### config.mk
export PLATFORM = sky130hd
export DESIGN_NAME = attractor_sweep
export DESIGN_NICKNAME = d
export VERILOG_FILES = /design/src/rtl/gene_pkg.sv /design/src/rtl/visit_table.sv /design/src/rtl/attractor_sweep.sv
export SDC_FILE = /design/constraint.sdc
export NUM_CORES = 2
export LEC_CHECK = 0
export BUFFER_PORTS_ARGS = -buffer_cell sky130_fd_sc_hd__buf_2
export CAP_MARGIN = 20
export CORE_MARGIN = 2
export CORE_UTILIZATION = 65
export CTS_CLUSTER_DIAMETER = 120
export DETAILED_ROUTE_END_ITERATION = 7
export HOLD_SLACK_MARGIN = 0.05
export PLACE_DENSITY = 0.81
export SYNTH_ARGS = -nofsm -noshare
export SYNTH_HDL_FRONTEND = slang
export SYNTH_HIERARCHICAL = 1
export SYNTH_SLANG_ARGS = --single-unit
### constraint.sdc
create_clock -name clk -period 9.9 [get_ports clk]
set_input_delay 0.495 -clock clk [delete_from_list [all_inputs] [get_ports clk]]
set_output_delay 0.495 -clock clk [all_outputs]
set_load 0.01 [all_outputs]
### src/rtl/gene_pkg.sv
// Shared definitions for the attractor sweep block.
//   STATE_W / STEP_W : widths of a gene_net state and of the step counter
//   FIXED / CYCLE    : res_type encodings
//   state_e          : sweep controller FSM states
package gene_pkg;

   localparam int unsigned STATE_W = 8;
   localparam int unsigned STEP_W  = 9;

   localparam logic FIXED = 1'b0;
   localparam logic CYCLE = 1'b1;

   typedef enum logic [2:0] {
      StIdle,
      StLoad,
      StSettle,
      StTrack,
      StReport,
      StFinish
   } state_e;

endpackage

### src/rtl/visit_table.sv
// Visited-state table for one trajectory: a 256-bit visited vector plus the step
// index at which each state was first seen.
//   clk, rst_n : clock, asynchronous active-low reset (clears visited vector)
//   i_clear    : clear every visited bit in one cycle
//   i_wr_en    : mark i_addr visited and store i_wr_idx as its index
//   i_addr     : state being looked up / written
//   i_wr_idx   : step number to record
//   o_visited  : i_addr has been visited since the last clear
//   o_idx      : step at which i_addr was first visited (valid when o_visited)
module visit_table
   import gene_pkg::*;
(
   input  logic               clk,
   input  logic               rst_n,
   input  logic               i_clear,
   input  logic               i_wr_en,
   input  logic [STATE_W-1:0] i_addr,
   input  logic [STEP_W-1:0]  i_wr_idx,
   output logic               o_visited,
   output logic [STEP_W-1:0]  o_idx
);

   logic [255:0]      r_visited;
   logic [STEP_W-1:0] r_idx [256];

   always_ff @(posedge clk or negedge rst_n) begin
      if (!rst_n) begin
         r_visited <= '0;
      end else if (i_clear) begin
         r_visited <= '0;
      end else if (i_wr_en) begin
         r_visited[i_addr] <= 1'b1;
      end
   end

   // Index entries are only read behind a set visited bit, so no clear is needed.
   always_ff @(posedge clk) begin
      if (i_wr_en) begin
         r_idx[i_addr] <= i_wr_idx;
      end
   end

   assign o_visited = r_visited[i_addr];
   assign o_idx     = r_idx[i_addr];

endmodule

### src/rtl/attractor_sweep.sv
// Sweeps gene_net initial values FIRST_VAL..LAST_VAL, follows each trajectory until
// a state repeats and reports the attractor (entry state, length, transient).
//   clk, rst_n          : clock, asynchronous active-low reset
//   start               : begins a sweep when idle
//   init_val, load      : initial value and load pulse towards gene_net
//   x                   : current gene_net state
//   res_valid/res_ready : result record handshake
//   res_init/type/state/len/trans : result record fields
//   busy, done          : sweep in progress, one-cycle end-of-sweep pulse
module attractor_sweep
   import gene_pkg::*;
#(
   parameter logic [STATE_W-1:0] FIRST_VAL = 8'h00,
   parameter logic [STATE_W-1:0] LAST_VAL  = 8'hFF
) (
   input  logic               clk,
   input  logic               rst_n,
   input  logic               start,
   output logic [STATE_W-1:0] init_val,
   output logic               load,
   input  logic [STATE_W-1:0] x,
   output logic               res_valid,
   input  logic               res_ready,
   output logic [STATE_W-1:0] res_init,
   output logic               res_type,
   output logic [STATE_W-1:0] res_state,
   output logic [STEP_W-1:0]  res_len,
   output logic [STEP_W-1:0]  res_trans,
   output logic               busy,
   output logic               done
);

   state_e             r_state, w_state_nxt;
   logic [STATE_W-1:0] r_cur;
   logic [STEP_W-1:0]  r_step;
   logic [STATE_W-1:0] r_res_init, r_res_state;
   logic               r_res_type;
   logic [STEP_W-1:0]  r_res_len, r_res_trans;

   logic               w_clear, w_wr_en, w_visited, w_hs;
   logic [STEP_W-1:0]  w_idx, w_len;

   visit_table u_visit_table (
      .clk       (clk),
      .rst_n     (rst_n),
      .i_clear   (w_clear),
      .i_wr_en   (w_wr_en),
      .i_addr    (x),
      .i_wr_idx  (r_step),
      .o_visited (w_visited),
      .o_idx     (w_idx)
   );

   assign w_len = r_step - w_idx;
   assign w_hs  = (r_state == StReport) && res_ready;

   always_comb begin
      w_state_nxt = r_state;
      w_clear     = 1'b0;
      w_wr_en     = 1'b0;
      unique case (r_state)
         StIdle:   if (start) w_state_nxt = StLoad;
         StLoad: begin
            w_clear     = 1'b1;
            w_state_nxt = StSettle;
         end
         StSettle: w_state_nxt = StTrack;
         StTrack: begin
            if (w_visited) w_state_nxt = StReport;
            else           w_wr_en     = 1'b1;
         end
         StReport: begin
            if (res_ready) w_state_nxt = (r_cur == LAST_VAL) ? StFinish : StLoad;
         end
         StFinish: w_state_nxt = StIdle;
         default:  w_state_nxt = StIdle;
      endcase
   end

   always_ff @(posedge clk or negedge rst_n) begin
      if (!rst_n) begin
         r_state     <= StIdle;
         r_cur       <= '0;
         r_step      <= '0;
         r_res_init  <= '0;
         r_res_type  <= FIXED;
         r_res_state <= '0;
         r_res_len   <= '0;
         r_res_trans <= '0;
      end else begin
         r_state <= w_state_nxt;
         if (r_state == StIdle && start) r_cur <= FIRST_VAL;
         // Guard keeps cur from wrapping past 8'hFF when LAST_VAL is the top value.
         if (w_hs && r_cur != LAST_VAL)  r_cur <= r_cur + 8'd1;
         if (r_state == StLoad)          r_step <= '0;
         // At most 256 distinct states, so step peaks at 256 and never wraps.
         if (w_wr_en)                    r_step <= r_step + 9'd1;
         if (r_state == StTrack && w_visited) begin
            r_res_init  <= r_cur;
            r_res_state <= x;
            r_res_len   <= w_len;
            r_res_trans <= w_idx;
            r_res_type  <= (w_len != 9'd1) ? CYCLE : FIXED;
         end
      end
   end

   // cur only changes on the way into LOAD, so it doubles as the held init value.
   assign init_val  = r_cur;
   assign load      = (r_state == StLoad);
   assign res_valid = (r_state == StReport);
   assign res_init  = r_res_init;
   assign res_type  = r_res_type;
   assign res_state = r_res_state;
   assign res_len   = r_res_len;
   assign res_trans = r_res_trans;
   assign busy      = (r_state == StLoad) || (r_state == StSettle) ||
                      (r_state == StTrack) || (r_state == StReport);
   assign done      = (r_state == StFinish);

endmodule

== Word-level counts from Yosys, hierarchy flattened ==
Memories as Yosys holds them, arrays and structs flattened.
Index checks and enable logic that the tools add are counted.

* $add $sub $neg: 3
* Magnitude comparators: 2
* Equality and inequality tests: 11
* Mux-type cells: 21
* Bitwise logic cells: 1
* Reduce and logical (&&, ||, !) cells: 13

{| class="wikitable"
|+ Operators with widths
! kind !! number
|-
| 256-bit two-way mux || 2
|-
| 256-bit bitwise OR || 1
|-
| 9-bit two-way mux || 2
|-
| 8-bit two-way mux || 2
|-
| 3-bit case mux with 5 select lines || 1
|-
| 3-bit two-way mux || 4
|-
| 9-bit by 1-bit adder with 9-bit output (second input constant) || 1
|-
| 8-bit by 9-bit less-than comparator with 1-bit output (second input constant) || 1
|-
| 9-bit by 1-bit inequality test with 1-bit output (second input constant) || 1
|-
| 9-bit subtractor || 1
|-
| 8-bit by 1-bit adder with 8-bit output (second input constant) || 1
|-
| 1-bit binary-select mux with 8-bit select || 1
|-
| 1-bit demux with 8-bit select || 1
|-
| 8-bit equality test (second input constant) || 1
|-
| 8-bit by 1-bit greater-or-equal comparator with 1-bit output (second input constant) || 1
|-
| 1-bit two-way mux || 8
|-
| 8-bit inequality test (second input constant) || 1
|-
| 3-bit by 2-bit equality test with 1-bit output (second input constant) || 2
|-
| 3-bit equality test (second input constant) || 2
|-
| 2-bit nonzero test || 3
|-
| 1-bit logical AND || 5
|-
| 2-bit inequality test (second input constant) || 2
|-
| 3-bit by 1-bit equality test with 1-bit output (second input constant) || 1
|-
| 3-bit zero test || 1
|-
| other kinds (3) || 5
|}

* Register bits: 311
* Memory bits (writable): 2304
* Input port bits: 12
* Logic and storage cells: 61
* Memories kept: 1

{| class="wikitable"
|+ Memories
! memory !! words !! bits a word !! read ports !! clocked after memory_dff !! wr ports !! RTL line !! RTL
|-
| u_visit_table.r_idx || 256 || 9 || 1 || 0 || 1 || visit_table.sv:24 || <nowiki>logic [STEP_W-1:0] r_idx [256];</nowiki>
|}

== Logic depth before layout (Yosys ltp) ==
* Word-level depth: 7
* Depth in mapped cells: 18

== Modules after synthesis ==
Netlist, hierarchy kept.

{| class="wikitable"
|+ Modules (own cells, without submodules)
! module !! times used !! cells each !! area each (um^2) !! sequential area each (um^2)
|-
| visit_table || 1 || 4858 || 98443.2 || 75592.5
|-
| attractor_sweep || 1 || 264 || 2682.6 || 1376.3
|}

== Least setup slack after synthesis ==
Ideal clock, no wire load.

* Kind: register to register
* Start point: register r_step[1]
* End point: register r_res_type, in the netlist res_type
* Library setup time: 134 ps
* Arrival time: 5049 ps
* Required time: 9766 ps
* Setup slack: 4717 ps
* Cell stages (with the launch flop): 9
* Path buffers: 0
* Clock period less this slack: 5183 ps
* Cell sequence: dfrtp_1 > inv_1 > fa_1 > nor2b_1 > o22ai_1 > xnor2_1 > nor4_1 > and3_1 > a31oi_1

* Word-level cells in the longest chain between the ends: 3

{| class="wikitable"
|+ Ends and longest elaborated chain
! what !! RTL line !! RTL
|-
| start, declared || attractor_sweep.sv:35 || <nowiki>logic [STEP_W-1:0] r_step;</nowiki>
|-
| start signal, assigned || attractor_sweep.sv:97 || <nowiki>if (w_wr_en) r_step <= r_step + 9'd1;</nowiki>
|-
| 9-bit subtractor || attractor_sweep.sv:54 || <nowiki>assign w_len = r_step - w_idx;</nowiki>
|-
| 9-bit by 1-bit inequality test with 1-bit output || attractor_sweep.sv:103 || <nowiki>r_res_type <= (w_len != 9'd1) ? CYCLE : FIXED;</nowiki>
|-
| 1-bit two-way mux || attractor_sweep.sv:103 ||
|-
| end signal, assigned || attractor_sweep.sv:103 ||
|-
| end, declared || attractor_sweep.sv:37 || <nowiki>logic r_res_type;</nowiki>
|}

Every way passes these cells.
A chain may end at the register's enable or synchronous reset.

== Final worst setup path ==
* Start point: input port x[0]
* End point: memory u_visit_table.r_idx[228][0], enable pin

* Word-level cells in the longest chain between the ends: 6

{| class="wikitable"
|+ Ends and longest elaborated chain
! what !! RTL line !! RTL
|-
| start, declared || attractor_sweep.sv:21 || <nowiki>input logic [STATE_W-1:0] x,</nowiki>
|-
| 1-bit binary-select mux with 8-bit select || visit_table.sv:43 || <nowiki>assign o_visited = r_visited[i_addr];</nowiki>
|-
| 1-bit two-way mux (implied by the code) || visit_table.sv:43 ||
|-
| net w_visited || attractor_sweep.sv:40 || <nowiki>logic w_clear, w_wr_en, w_visited, w_hs;</nowiki>
|-
| 1-bit two-way mux || attractor_sweep.sv:69 || <nowiki>if (w_visited) w_state_nxt = StReport;</nowiki>
|-
| 1-bit two-way mux || attractor_sweep.sv:61 || <nowiki>unique case (r_state)</nowiki>
|-
| net w_wr_en || attractor_sweep.sv:40 ||
|-
| 1-bit two-way mux || visit_table.sv:38 || <nowiki>if (i_wr_en) begin</nowiki>
|-
| 1-bit two-way mux (implied by the code) || visit_table.sv:39 || <nowiki>r_idx[i_addr] <= i_wr_idx;</nowiki>
|-
| end, declared || visit_table.sv:24 ||
|}

The timed path passes the listed nets, and every way through them passes these cells. The select of a mux whose other input is x is not followed.

==> qor.csv <==
stage,metric,value,unit
yosys,Synth area leaders,"edfxtp_1, mux4_2, dfrtp_1",
power,Internal,19700,uW
worst_setup_path,Crit path largest cell delay,1.04,ns
yosys,Avg Inst Size Synth,19.7,um^2
timing,min Tclk post-route,7.34,ns
power,Sw Ratio,0.258,
routing,WL/cell,36.1,um
floorplanning,Die Area,0.159,mm^2
timing,Setup TNS,0,ns
global_routing,first-pass GRT wire length,394000,um
worst_setup_path,CP startpoint kind,input port,
finish,Layout Utilization,0.729,
yosys,Yosys top cell area share,0.684,
power,Flop pwr share,0.530,
floorplanning,initial core utilization,0.656,
yosys,Cell variety after synth,45,
yosys,total number of yosys warnings,6,
power,P_leak,0.0374,uW
yosys,"FF+latch count, synth",2615,
clocking,clk sinks,2615,
floorplanning,IO Count,59,
placed_design,HPWL Detailed,146000,um
power,Clk pwr share,0.354,
yosys,cell with the most instances after synthesis,edfxtp_1,
routing,total routed wirelength,272000,um
clocking,clk_lat worst skew,0.89,ns
placed_design,GPL Wtd Cong,0.881,
clocking,Post-CTS Resized,0,
timing,Worst Clk Skew,0.0883,ns
routing,drt first pass iters,8,
run,max cap viols,0,
clocking,hold_buf cts,3,
yosys,Post-synth EDFFs,2304,
global_routing,gr usage total,0.348,
routing,post-route ant nets,0,
clocking,"Setup Fix Bufs, Post-CTS",0,
timing,RSZ-0062 raised after global routing,no,
finish,NumNets Final,5302,
timing,Slew Limit Fails,0,
clocking,CTS max path bufs,3,
clocking,cts bufs inserted,235,
floorplanning,core box area,0.154,mm^2
floorplanning,Std-Cell Rows,144,
clocking,Root Driver,clkbuf_16,
clocking,CTS tree,done,
power,combinational share of power,0.116,
timing,Worst slew margin,0.0917,
worst_setup_path,Worst path slowest cell,nand3_1,
timing,Final Setup Violations,0,
clocking,Worst-path clk slew,0.06,ns
global_routing,number of global-route vias before repair,55001,
yosys,Post-Syn Area,0.101,mm^2
floorplanning,Die Width,398,um
worst_setup_path,kind of end point of the critical path,flip-flop,
yosys,Commonest cells post-synth,"edfxtp_1, mux4_2, nor2_1",
routing,via count,56342,
routing,vias per cell,7.47,
yosys,Main synth FF type,edfxtp_1,
routing,Residual DRC,0,
yosys,"Seq/Total Area, Yosys",0.761,
worst_setup_path,WP data arrival,7.78,ns
timing,Worst Max-Slew Pin Slew,1.36,ns
status,status,finished clean,
timing,final period utilization,0.741,
global_routing,initial antenna violation count,10,
floorplanning,Die Ht,398,um
yosys,cell count after synthesis,5122,
worst_setup_path,CP Cell Sequence,"buf_8, buf_12, mux4_2, a22oi_1, a21oi_1, o41ai_1, buf_4, nand4_1, or3_1, inv_1, nand3_1, buf_4, nor2_1",
global_routing,largest net degree at the start of global routing,235,
timing,final hold violation count,0,
timing,Max Fclk,0.136,GHz
clocking,CTS HTree Levels,4,
placed_design,port buffer count,58,
worst_setup_path,critical path class,input port to flip-flop,
routing,DR iter-0 viols,10374,
power,pwr dens,236,mW/mm^2
power,VDD IR max,232,uV
hold_path,HP Class,input port to flip-flop,
worst_setup_path,CP most frequent cell,buf_4,
finish,fraction of layout cells with a size suffix above 1,0.243,
global_routing,grt total ovfl,0,
finish,Syn-to-layout area delta,11.2,%
worst_setup_path,crit-path max FO,81,
yosys,Synth async-reset ratio,0.119,
yosys,Synth Net Count,5145,
yosys,"area leader, netlist",edfxtp_1,
power,Sw Pwr,6850,uW
worst_setup_path,Critical Path RT,10.34,ns
logic make-up (layout without fill, tap and decap cells):
kind of cell,Yosys count,count (layout),share of synthesized area
XOR/XNOR,9,9,0.000780
buffers and inverters,334,704,0.0139
other,0,6,0
AND/OR/NAND/NOR,820,820,0.0328
AO/OA/AOI/OAI,669,669,0.0448
adder cells (fa/ha/maj),11,11,0.00144
flip-flops,2615,2615,0.761
multiplexers,664,664,0.145
worst max-delay path, delay by kind of cell:
kind | cells | cell delay [ns]
multiplexers | 1 | 0.64
buffers and inverters | 5 | 2.56
AO/OA/AOI/OAI | 3 | 1.35
AND/OR/NAND/NOR | 4 | 2.42
power by group through the flow:
stage / Clock, uW / Combinational [uW] / Sequential (uW)
2_1_floorplan: 0 / 1210 / 14800
3_3_place_gp: 0 / 2750 / 14300
3_5_place_dp: 0 / 2890 / 14300
4_1_cts: 9440 / 2960 / 14100
5_1_grt: 9830 / 3260 / 14100
6_report: 9400 / 3090 / 14100
metrics by stage:
step                setup slack, ns  total power (uW)  cell area (um^2)  hold WS [ns]  cells
floorplan                      4.72             16000            101000         0.199   5122
global placement               2.11             17000            104000         0.461   7051
detailed placement             2.25             17200            104000         0.466   7053
CTS                            2.87             26500            112000        0.0764   7506
global route                   2.48             27200            112000         0.108   7536
finish                         2.56             26600            112000         0.127   7542
flip-flops by register name, indices dropped and copies added, names as in the netlist:
name                     flops
init_val                     8
r_state                      3
r_step                       9
res_init                     8
res_len                      9
res_state                    8
res_trans                    9
res_type                     1
u_visit_table/r_idx       2304
u_visit_table/r_visited    256
layer usage:
metal	wire (um)	track usage	vias to the layer above
met5	130	0	-
met4	15400	0.164	20
met3	37000	0.0898	969
met2	129000	0.532	5341
met1	90700	0.479	28863
li1	-	-	21149
worst paths after layout:
| kind | slack, ns | start | cells after the start | endpoint |
|---|---|---|---|---|
| setup reg to reg | 3.24 | u_visit_table/r_visited[255]$_DFFE_PN0P_ | 11 | u_visit_table/r_idx[228][0]$_DFFE_PP_ |
| hold reg to reg | 0.48 | res_len[7]$_DFFE_PN0P_ | 2 | res_len[7]$_DFFE_PN0P_ |
| max in group asynchronous | 7.99 | rst_n | 3 | u_visit_table/r_visited[198]$_DFFE_PN0P_ |
| setup / recovery | 2.56 | x[0] | 13 | u_visit_table/r_idx[228][0]$_DFFE_PP_ |
| hold / removal | 0.13 | x[5] | 2 | res_state[5]$_DFFE_PN0P_ |
| min in group asynchronous | 0.25 | rst_n | 2 | init_val[3]$_DFFE_PN0P_ |
cells in the final DEF, fill, tap and decap left out, drive strengths merged, types with 9 or more instances in the layout:
| master | n |
|---|---|
| nand2b | 9 |
| nand3 | 27 |
| a21oi | 220 |
| dfrtp | 311 |
| nor2b | 9 |
| nand4 | 10 |
| mux4 | 640 |
| o21ai | 34 |
| mux2 | 20 |
| inv | 26 |
| nand2 | 69 |
| clkinv | 97 |
| o41ai | 40 |
| ha | 10 |
| buf | 231 |
| clkbuf | 313 |
| and2 | 9 |
| nor2 | 635 |
| bufinv | 28 |
| a22oi | 320 |
| nor3 | 38 |
| o21ba | 40 |
| edfxtp | 2304 |
cell type report:
cell class | instances | area, um^2
antenna | 6 | 15.0
multi-input combinational | 2173 | 22800
tap | 2044 | 2560
sequential | 2615 | 77000
inverter | 15 | 63.8
clock buffer | 308 | 6410
clock inverter | 142 | 1590
timing repair buffer | 239 | 2000
fill | 8009 | 41800
(Power assumes the default switching activity.)
